--- config.mk ---
export PLATFORM = sky130hd
export DESIGN_NAME = kronos_csr_arb
export DESIGN_NICKNAME = d
export VERILOG_FILES = /design/src/rtl/kronos_csr_arb.sv
export SDC_FILE = /design/constraint.sdc
export NUM_CORES = 1
export LEC_CHECK = 0
export ABC_AREA = 1
export CORE_UTILIZATION = 40
export CTS_CLUSTER_DIAMETER = 50
export DETAILED_ROUTE_END_ITERATION = 10
export GPL_TIMING_DRIVEN = 0
export PLACE_DENSITY = 0.78
export REMOVE_ABC_BUFFERS = 1
export SLEW_MARGIN = 20
export SYNTH_ARGS = -nofsm -noshare
export SYNTH_HDL_FRONTEND = slang
export SYNTH_SLANG_ARGS = --single-unit
export TNS_END_PERCENT = 50
--- constraint.sdc ---
create_clock -name clk -period 1.5 [get_ports clk]
set_input_delay 0.3 -clock clk [delete_from_list [all_inputs] [get_ports clk]]
set_output_delay 0.3 -clock clk [all_outputs]
set_load 0.02 [all_outputs]
--- src/rtl/kronos_csr_arb.sv ---
// kronos_csr_arb: shares the machine CSR unit between the EX stage and the debug module,
// one transaction at a time, with a core starvation guard and a CSR-unit watchdog.
module kronos_csr_arb #(
    parameter int STARVE_LIMIT = 4,
    parameter int TIMEOUT      = 16
) (
    input  logic        clk,
    input  logic        rst,
    input  logic        core_vld,
    input  logic [11:0] core_addr,
    input  logic [1:0]  core_op,
    input  logic [31:0] core_wdata,
    input  logic        core_wr,
    output logic        core_rdy,
    output logic [31:0] core_rdata,
    output logic        core_err,
    input  logic        dbg_vld,
    input  logic [11:0] dbg_addr,
    input  logic [1:0]  dbg_op,
    input  logic [31:0] dbg_wdata,
    input  logic        dbg_wr,
    output logic        dbg_rdy,
    output logic [31:0] dbg_rdata,
    output logic        dbg_err,
    input  logic        trap_pending,
    output logic        csr_vld,
    output logic [11:0] csr_addr,
    output logic [1:0]  csr_op,
    output logic [31:0] csr_wdata,
    output logic        csr_wr,
    input  logic        csr_rdy,
    input  logic [31:0] csr_rdata,
    output logic        grant_dbg
);
    typedef enum logic [1:0] {IDLE, BUSY, RESP} state_t;
    localparam logic [3:0] STARVE_MAX = 4'(STARVE_LIMIT);
    localparam logic [7:0] TMO_LAST   = 8'(TIMEOUT == 0 ? 0 : TIMEOUT - 1);
    state_t     state, state_nxt;
    logic       owner, grant, dbg_win, tmo_hit, done;
    logic [3:0] starve_cnt;
    logic [7:0] tmo_cnt;
    always_comb begin
        dbg_win = dbg_vld && !(core_vld && starve_cnt == STARVE_MAX);
        grant   = state == IDLE && !trap_pending && (core_vld || dbg_vld);
        tmo_hit = TIMEOUT != 0 && tmo_cnt == TMO_LAST;
        done    = state == BUSY && (csr_rdy || tmo_hit);
    end
    always_ff @(posedge clk) begin
        state <= rst ? IDLE : state_nxt;
    end
    always_comb begin
        state_nxt = state == IDLE ? (grant ? BUSY : IDLE) :
                    state == BUSY ? (done ? RESP : BUSY) : IDLE;
    end
    always_comb begin
        csr_vld   = state == BUSY;
        core_rdy  = state == RESP && !owner;
        dbg_rdy   = state == RESP && owner;
        grant_dbg = state != IDLE && owner;
    end
    always_ff @(posedge clk) begin
        if (rst) begin
            owner      <= 1'b0;
            starve_cnt <= '0;
            tmo_cnt    <= '0;
            csr_addr   <= '0;
            csr_op     <= '0;
            csr_wdata  <= '0;
            csr_wr     <= 1'b0;
            core_rdata <= '0;
            core_err   <= 1'b0;
            dbg_rdata  <= '0;
            dbg_err    <= 1'b0;
        end else begin
            if (grant) begin
                owner     <= dbg_win;
                csr_addr  <= dbg_win ? dbg_addr : core_addr;
                csr_op    <= dbg_win ? dbg_op : core_op;
                csr_wdata <= dbg_win ? dbg_wdata : core_wdata;
                csr_wr    <= dbg_win ? dbg_wr : core_wr;
            end
            // Starvation only accrues while the core is actually waiting in IDLE
            if (state == IDLE)
                starve_cnt <= !core_vld || (grant && !dbg_win) ? '0 :
                              grant && starve_cnt != STARVE_MAX ? starve_cnt + 4'd1 : starve_cnt;
            tmo_cnt <= state == BUSY ? tmo_cnt + 8'd1 : '0;
            if (done && owner) begin
                dbg_rdata <= csr_rdy ? csr_rdata : '0;
                dbg_err   <= !csr_rdy;
            end
            if (done && !owner) begin
                core_rdata <= csr_rdy ? csr_rdata : '0;
                core_err   <= !csr_rdy;
            end
        end
    end
endmodule

==> results of run 1 <==
-- what timing repair did --
action                     4_1_cts  5_1_grt
pin swaps                       24       29
setup buffers                   37        2
setup endpoints to repair      243      117
gates resized for setup        212      140
cloned                          25        9
-- metrics by stage --
| step | total power [uW] | setup slack (ns) | instances |
|---|---|---|---|
| finish | 10320 | -0.09159 | 1455 |
| detailed placement | 5531 | -2.152 | 1351 |
| global route | 10650 | -0.1537 | 1455 |
| floorplan | 4572 | -1.974 | 907 |
| CTS | 10040 | -0.07020 | 1445 |
| global placement | 5438 | -3.675 | 1343 |
-- metal layers --
layer	share of wire, %	GRT usage (%)
met1	40	36.74
met2	48	50.05
met3	7.3	6.411
met4	4.1	16.09
met5	0.057	0
-- registers in the layout, summed over array words and instances (netlist names) --
register / cells
dbg_err: 1
csr_wdata: 32
csr_addr: 12
csr_op: 2
csr_wr: 1
dbg_rdata: 32
owner: 1
state: 2
core_rdata: 32
tmo_cnt: 8
core_err: 1
starve_cnt: 4
-- logic make-up after synthesis --
| kind of cell | Yosys count |
|---|---|
| buffers and inverters | 247 |
| adder cells (fa/ha/maj) | 3 |
| XOR/XNOR | 4 |
| AND/OR/NAND/NOR | 577 |
| AO/OA/AOI/OAI | 12 |
| flip-flops | 128 |
-- layout make-up --
type	instances	area, sq um	share of cell area, %
Clock buffer	23	488.0	4.390
Clock inverter	9	106.4	0.9568
Inverter	183	768.2	6.911
Multi-Input combinational cell	609	3457	31.10
Sequential cell	128	2579	23.20
Tap cell	188	235.2	2.116
Timing Repair Buffer	313	3457	31.10
Timing Repair inverter	2	25.02	0.2251
-- final timing paths --
check / to / from
hold / removal: tmo_cnt[0] / tmo_cnt[0]
setup / recovery: core_rdata[0] / tmo_cnt[1]
setup reg to reg: core_rdata[0] / tmo_cnt[1]
hold reg to reg: tmo_cnt[0] / tmo_cnt[0]
-- power groups by stage --
stage / clock network, uW / registers (uW) / logic, uW
6_report: 4180 / 3670 / 2480
5_1_grt: 4340 / 3680 / 2620
4_1_cts: 4200 / 3660 / 2180
3_5_place_dp: 0 / 3750 / 1780
3_3_place_gp: 0 / 3740 / 1690
2_1_floorplan: 0 / 3920 / 647
-- worst max-delay path: cells and delay by family, from the launching register on --
| kind | cells | cell delay [ns] |
|---|---|---|
| flops | 1 | 0.35 |
| simple gates | 4 | 0.39 |
| fa+ha+maj | 1 | 0.16 |
| buf+inv | 3 | 0.41 |
| compound gates | 1 | 0.18 |
-- synth_stat cells --
master / instances / share of area (%)
a21oi_1: 7 / 0.56
and3_1: 1 / 0.10
buf_1: 19 / 1.1
buf_2: 22 / 1.8
buf_4: 11 / 1.3
clkbuf_1: 12 / 0.73
clkinv_1: 1 / 0.060
dfxtp_1: 128 / 41
ha_1: 3 / 0.61
inv_1: 180 / 11
inv_2: 2 / 0.12
nand2_1: 272 / 16
nand2_2: 1 / 0.10
nand3_1: 147 / 12
nand3_4: 2 / 0.56
nand4_1: 42 / 4.2
nor2_1: 103 / 6.2
nor2_2: 2 / 0.20
nor2_4: 1 / 0.18
nor3_1: 4 / 0.32
o21ai_0: 3 / 0.24
o21bai_1: 1 / 0.12
o22ai_1: 1 / 0.10
or2_2: 2 / 0.20
xor2_1: 4 / 0.56
==> flow_summary.yaml, run 1 <==
worst_setup_path:
  critical_path_class: "flop to flop"
  worstPathCellList: "ha_4 -> nand3_4 -> o21bai_4 -> buf_6 -> buf_16 -> buf_6 -> nand3_4 -> nor2_1 -> nor2_1"
  setup.worst_path.end_class: "flop"
  worstSetupStartpointType: "flop"
  critical_path.max_fanout: 5
  crit_required_ns: 1.81
  critPathArrivalTime_ns: 1.90
  cp_slowest_cell: "dfxtp_2"
  ff2ff_setup_slack_ns: -0.09
  crit_path_max_incr_delay_ns: 0.35
  worstRegToRegCells: 9
clocking:
  cts-buffers-inserted: 17
  cts_sinks: 128
  number_of_hold_buffers_added_after_cts: 0
  cts_root_buffer: "clkbuf_16"
  cts_tree: "done"
  insertion_delay_ns: 0.42
  clk_slew_on_worst_s_h_paths_ns: 0.06
  cts_buffer_depth: 2
  cts_htree_levels: 4
die:
  dieHeight_microns: 126.5
  core.rowCount: 45
  floorplan.initialDensity_pct: 40.97
  design.die.area_sq_mm: 0.01601
  horizontal_extent_of_the_die_microns: 126.5
  core_area_sq_mm: 0.01515
  pin_count: 249
synth:
  ys_seq_elements: 128
  synthesis.area_sq_mm: 0.006205
  post_synthesis_average_cell_area_sq_um: 6.390
  synth_top_family_by_area: "simple AND/OR/NAND/NOR gates"
  synth-compound-area-share_pct: 1.028
  synthesis.yosys.warnings: 0
  synth_adder_area_share_pct: 0.6050
  netlist-cell-type-count: 25
  synth.area.mux_share_pct: 0
  synthXorXnorAreaFrac_pct: 0.5646
  synthSimpleGateAreaFrac_pct: 40.45
  ys_seq_area_share_pct: 41.30
  netlist_instances: 971
layout:
  layout-drive-gt1-share_pct: 20.36
  fillerInstances: 1117
  nNetsFinal: 1389
  final_cell_mix: "nand2_1 (251), inv_1 (167), clkdlybuf4s50_1 (130)"
  area.growth.synth_to_final_pct: 79.15
  antenna_cells: 0
  final_cell_area_sq_mm: 0.01112
  mostFrequentLayoutCell: "nand2_1"
  final_core_utilization_pct: 73.39
placed_design:
  post-dp-hpwl_microns: 12420
  placement.io_buffers: 248
  dpl-instance-area_sq_mm: 0.008815
  place.gp.congestion: 0.7952
timing:
  drv_slew: 0
  fin_crit_sh_pct: 106.1
  grt_setup_unrepaired: "true"
  min_period_ns: 1.592
  finalSetupViolCount: 91
  final.setup_skew_ns: 0.01006
  slew_headroom_pct: 68.06
  timing.final.ws_setup_ns: -0.09159
  fmaxAchievable_mhz: 628.3
  max_slew.worst_pin.slew_ns: 0.4791
  setup_total_negative_slack_ns: -3.599
  hold_ws_ns: 0.4386
  hold_viol_final: 0
run_status:
  violations_in_the_final_reports: "setup timing"
  run_status: "finished, violations left"
global_route:
  largest_net_degree_at_the_start_of_global_routing: 63
  globalRouteOverflowTotal: 0
  globalRouteTotalUtil_pct: 30.18
  antenna_found_initial: 1
  grt_first_pass_wirelength_microns: 36480
  first_global_vias: 6714
routing:
  route.antenna.remaining_nets: 0
  drt_pass1_iterations: 5
  ratio_of_routed_vias_to_standard_cells: 5.145
  first_iter_violations: 558
  aggregate_routed_wire_length_microns: 26330
  via_count: 7486
  remaining_drc_errors: 0
  wl_per_cell_microns: 18.10
power:
  pwr-share-clk_pct: 40.5
  cellInternalPower_uw: 7334
  ir_worst_vdd_uv: 785.7
  sw_frac_of_total_pct: 28.93
  power.combinational.fraction_pct: 24.0
  power.net_switching_uw: 2986
  power.sequential.fraction_pct: 35.5
  p_per_area_mw_per_mm2: 928.5
  p_leak_uw: 0.005793
run:
  drv_cap: 0
worst_hold_path:
  worstHoldPathType: "flop to flop"
  worst_hold_path.num_cells: 1
Power figures use the tool's default switching activity.
==> run 2: changes to the inputs <==
--- a/config.mk
+++ b/config.mk
@@ -6,6 +6,7 @@
 export NUM_CORES = 1
 export LEC_CHECK = 0
 export ABC_AREA = 1
+export ABC_CLOCK_PERIOD_IN_PS = 1500
 export CORE_UTILIZATION = 40
 export CTS_CLUSTER_DIAMETER = 50
 export DETAILED_ROUTE_END_ITERATION = 10
@@ -16,4 +17,3 @@
 export SYNTH_ARGS = -nofsm -noshare
 export SYNTH_HDL_FRONTEND = slang
 export SYNTH_SLANG_ARGS = --single-unit
-export TNS_END_PERCENT = 50
==> flow_summary.yaml, run 2 (synthesis gave the netlist of run 1 again) <==
worst_setup_path:
  crit_required_ns: 1.85
  setup.worst_path.end_class: "flop"
  critical_path.max_fanout: 6
  worstRegToRegCells: 9
  critPathArrivalTime_ns: 1.94
  worstSetupStartpointType: "flop"
  critical_path_class: "flop to flop"
timing:
  grt_setup_unrepaired: "true"
  finalSetupViolCount: 71
  hold_viol_final: 0
  setup_total_negative_slack_ns: -2.322
  max_slew.worst_pin.slew_ns: 0.4928
  drv_slew: 0
  fmaxAchievable_mhz: 628.9
  slew_headroom_pct: 67.15
  final.setup_skew_ns: 0.008658
  fin_crit_sh_pct: 106.0
  timing.final.ws_setup_ns: -0.09010
  min_period_ns: 1.590
global_route:
  largest_net_degree_at_the_start_of_global_routing: 63
  grt_first_pass_wirelength_microns: 36480
  antenna_found_initial: 0
  globalRouteTotalUtil_pct: 30.18
  first_global_vias: 6714
  globalRouteOverflowTotal: 0
power:
  report.power.total_uw: 10420
  ir_worst_vdd_uv: 804.1
  p_leak_uw: 0.005873
  p_per_area_mw_per_mm2: 917.1
routing:
  ratio_of_routed_vias_to_standard_cells: 5.242
  remaining_drc_errors: 0
  drt_pass1_iterations: 5
  aggregate_routed_wire_length_microns: 27010
  via_count: 7638
  route.antenna.remaining_nets: 0
  wl_per_cell_microns: 18.54
  first_iter_violations: 556
run_status:
  violations_in_the_final_reports: "setup timing"
  run_status: "finished, violations left"
layout:
  mostFrequentLayoutCell: "nand2_1"
  antenna_cells: 0
  nNetsFinal: 1391
  layout-drive-gt1-share_pct: 22.77
  regArea_sq_mm: 0.002579
  fillerInstances: 1066
  multiInputGateArea_sq_mm: 0.003657
  area.growth.synth_to_final_pct: 83.18
  layout_top_registers: "core_rdata x32, csr_wdata x32, dbg_rdata x32"
  final_cell_mix: "nand2_1 (246), inv_1 (162), clkdlybuf4s50_1 (130)"
  final_cell_count_no_fill: 1457
run:
  drv_cap: 0
worst_hold_path:
  worst_hold_path.num_cells: 1
  worstHoldPathType: "flop to flop"
placed_design:
  post-dp-hpwl_microns: 12420
  place.gp.congestion: 0.7952
  detailedPlace.worstSlack_ns: -2.152
  placement.io_buffers: 248
  dpl.cell_count: 1351
die:
  design.die.area_sq_mm: 0.01601
  floorplan.initialDensity_pct: 40.97
  dieHeight_microns: 126.5
  core.rowCount: 45
  core_area_sq_mm: 0.01515
  horizontal_extent_of_the_die_microns: 126.5
  pin_count: 249
clocking:
  insertion_delay_ns: 0.42
  clk_slew_on_worst_s_h_paths_ns: 0.05
  cts_buffer_depth: 2
  cts-buffers-inserted: 17
  cts_htree_levels: 4
  cts_tree: "done"
  cts_sinks: 128
  cts_root_buffer: "clkbuf_16"
-- run 2: layout make-up --
type / instances / area share (%)
sequential: 128 / 22.69
timing repair inverter: 2 / 0.2202
multi-input combinational: 609 / 32.18
timing repair buffer: 315 / 30.86
clock buffer: 23 / 4.293
inverter: 183 / 6.759
clock inverter: 9 / 0.9357
tap: 188 / 2.070
-- run 2: critical path: stages (launching register included) --
cell and delay, ns:
dfxtp_2 0.35, ha_4 0.15, nand3_4 0.09, o21bai_4 0.18
buf_6 0.17, buf_16 0.15, nand3_4 0.15, nand2_1 0.13
nand2_1 0.06, nor2_1 0.10
-- run 2: per-layer routing --
| metal | track usage [%] | vias up | part of all wire (%) |
|---|---|---|---|
| met1 | 36.74 | 3576 | 39 |
| li1 | - | 3585 | - |
| met5 | 0 | - | 0 |
| met4 | 16.09 | 0 | 4.1 |
| met2 | 50.05 | 391 | 49 |
| met3 | 6.411 | 86 | 7.6 |
-- run 2: path summary, 6_finish.rpt --
kind | from | endpoint | slack (ns)
hold / removal | tmo_cnt[0] | tmo_cnt[0] | 0.44
setup / recovery | tmo_cnt[1] | core_rdata[7] | -0.09
hold reg to reg | tmo_cnt[0] | tmo_cnt[0] | 0.44
setup reg to reg | tmo_cnt[1] | core_rdata[7] | -0.09
-- run 2: report_power, final --
group / leakage [uW] / internal [uW] / total, uW / switching, uW
Sequential: 0.00105 / 3570 / 3670 / 96.3
Clock: 0.000285 / 2620 / 4180 / 1570
Combinational: 0.00454 / 1180 / 2570 / 1390
-- run 2: timing repair --
item | in CTS | in global routing
endpoints found under the setup margin | 243 | 117
hold buffers | 0 | 0
hold endpoints to repair | 0 | 0
gates resized for setup | 212 | 186
cloned | 25 | 10
pin swaps | 24 | 40
setup buffers | 37 | 3
-- run 2: stage by stage --
stage	area [sq um]	hold WS (ns)	utilization, %
2_1_floorplan	5896	0.4172	-
3_3_place_gp	8613	0.4289	56.87
3_5_place_dp	8815	0.4351	58.20
4_1_cts	10370	0.4389	68.47
5_1_grt	11370	0.4593	75.04
6_report	11370	0.4414	75.04
==> run 3: changes to the inputs <==
--- a/config.mk
+++ b/config.mk
@@ -12,6 +12,7 @@
 export DETAILED_ROUTE_END_ITERATION = 10
 export GPL_TIMING_DRIVEN = 0
 export PLACE_DENSITY = 0.78
+export RECOVER_POWER = 100
 export REMOVE_ABC_BUFFERS = 1
 export SLEW_MARGIN = 20
 export SYNTH_ARGS = -nofsm -noshare
==> flow_summary.yaml, run 3 (synthesis gave the netlist of run 1 again) <==
run_status:
  run_status: "finished, violations left"
  violations_in_the_final_reports: "setup timing"
layout:
  final_cell_mix: "nand2_1 (247), inv_1 (162), clkdlybuf4s50_1 (130)"
  layout-drive-gt1-share_pct: 22.70
  layout_top_registers: "core_rdata x32, csr_wdata x32, dbg_rdata x32"
  antenna_cells: 0
  regArea_sq_mm: 0.002579
  nNetsFinal: 1391
  final_cell_area_sq_mm: 0.01135
  mostFrequentLayoutCell: "nand2_1"
  multiInputGateArea_sq_mm: 0.003655
  fillerInstances: 1071
  final_core_utilization_pct: 74.93
  area.growth.synth_to_final_pct: 82.90
global_route:
  globalRouteOverflowTotal: 0
  grt_first_pass_wirelength_microns: 36480
  antenna_found_initial: 0
  first_global_vias: 6714
  globalRouteTotalUtil_pct: 30.18
  largest_net_degree_at_the_start_of_global_routing: 63
die:
  floorplan.initialDensity_pct: 40.97
  horizontal_extent_of_the_die_microns: 126.5
  pin_count: 249
  core_area_sq_mm: 0.01515
  dieHeight_microns: 126.5
  design.die.area_sq_mm: 0.01601
  core.rowCount: 45
worst_setup_path:
  critical_path.max_fanout: 5
  rr_startpoint: "tmo_cnt[1]"
  worstPathCellList: "ha_4 -> nand3_4 -> o21bai_4 -> buf_6 -> buf_16 -> buf_6 -> nand3_4 -> nor2_1 -> nor2_1"
  critical_path_class: "flop to flop"
  worstSetupStartpointType: "flop"
  cp_slowest_cell: "dfxtp_2"
  critPathArrivalTime_ns: 1.91
  timing.rr.end: "core_rdata[0]"
  worstRegToRegCells: 9
  crit_path_max_incr_delay_ns: 0.35
  worstSetupStartpoint: "tmo_cnt[1]"
  ff2ff_setup_slack_ns: -0.1
  crit_required_ns: 1.81
  cp.depth: 9
  crit_path_end: "core_rdata[0]"
  setup.worst_path.end_class: "flop"
  critical_path_buf_inv_count: 3
  critical-path-top-delay-family: "buffers and inverters"
routing:
  ratio_of_routed_vias_to_standard_cells: 5.244
  wl_per_cell_microns: 18.53
  route.antenna.remaining_nets: 0
  remaining_drc_errors: 0
  via_count: 7640
  first_iter_violations: 561
  drt_pass1_iterations: 5
  aggregate_routed_wire_length_microns: 27000
timing:
  min_period_ns: 1.599
  fmaxAchievable_mhz: 625.5
  final.setup_skew_ns: 0.01177
  hold_viol_final: 0
  drv_slew: 0
  fin_crit_sh_pct: 106.6
  slew_headroom_pct: 67.38
  grt_setup_unrepaired: "true"
  finalSetupViolCount: 79
  timing.final.ws_setup_ns: -0.09876
  max_slew.worst_pin.slew_ns: 0.4892
worst_hold_path:
  worstHoldPathType: "flop to flop"
placed_design:
  post-dp-hpwl_microns: 12420
  place.gp.congestion: 0.7952
  dpl-instance-area_sq_mm: 0.008815
  placement.io_buffers: 248
power:
  power.combinational.fraction_pct: 24.6
  p_per_area_mw_per_mm2: 917.2
  sw_frac_of_total_pct: 29.26
  ir_worst_vdd_uv: 804.3
  p_leak_uw: 0.005866
  cellInternalPower_uw: 7363
  pwr-share-clk_pct: 40.1
  power.sequential.fraction_pct: 35.2
  power.net_switching_uw: 3045
clocking:
  cts_buffer_depth: 2
  cts_htree_levels: 4
  insertion_delay_ns: 0.42
  cts_sinks: 128
  number_of_hold_buffers_added_after_cts: 0
  cts_tree: "done"
  cts-buffers-inserted: 17
  clk_slew_on_worst_s_h_paths_ns: 0.06
  cts_root_buffer: "clkbuf_16"
run:
  drv_cap: 0
==> run 3: power by group through the flow <==
stage	Sequential [uW]	Combinational [uW]	Clock [uW]
2_1_floorplan	3920	647	0
3_3_place_gp	3740	1690	0
3_5_place_dp	3750	1780	0
4_1_cts	3660	2180	4200
5_1_grt	3680	2710	4340
6_report	3670	2560	4180
==> run 3: metrics by stage <==
| step | hold WS [ns] | std cells | total power [uW] | setup slack [ns] | TNS (ns) |
|---|---|---|---|---|---|
| after floorplan | 0.4172 | 907 | 4572 | -1.974 | -193.56 |
| after global placement | 0.4289 | 1343 | 5438 | -3.675 | -396.78 |
| after detailed placement | 0.4351 | 1351 | 5531 | -2.152 | -139.79 |
| after CTS | 0.4389 | 1445 | 10040 | -0.07020 | -0.9234 |
| after global routing | 0.4593 | 1457 | 10730 | -0.1568 | -9.261 |
| final | 0.4385 | 1457 | 10410 | -0.09876 | -2.897 |
==> run 3: final cells by class <==
cell class	instances	share of cell area, %
clock inverter	9	0.9372
inverter	183	6.770
clock buffer	23	4.300
multi-input combinational	609	32.21
timing repair buffer	315	30.77
tap	188	2.073
sequential	128	22.72
timing repair inverter	2	0.2205
==> run 3: worst min path at each step <==
stage                     startpoint    endpoint  depth (start not counted)
after floorplan                  rst    state[0]                          1
after global placement    tmo_cnt[0]  tmo_cnt[0]                          1
after detailed placement    core_err    core_err                          2
after CTS                 tmo_cnt[0]  tmo_cnt[0]                          1
after global routing      tmo_cnt[0]  tmo_cnt[0]                          1
final                     tmo_cnt[0]  tmo_cnt[0]                          1
==> run 3: what timing repair did <==
item | CTS | global route
cloned | 25 | 10
endpoints found under the setup margin | 243 | 117
setup buffers | 37 | 3
gates resized for setup | 212 | 186
pin swaps | 24 | 40
==> run 3: routing by layer <==
metal	track usage [%]	part of all wire, %	vias up	routed length (microns)
met5	0	0	-	0
met4	16.09	4.0	0	1092
met3	6.411	7.5	82	2037
met2	50.05	49	381	13260
met1	36.74	39	3592	10610
li1	-	-	3585	-
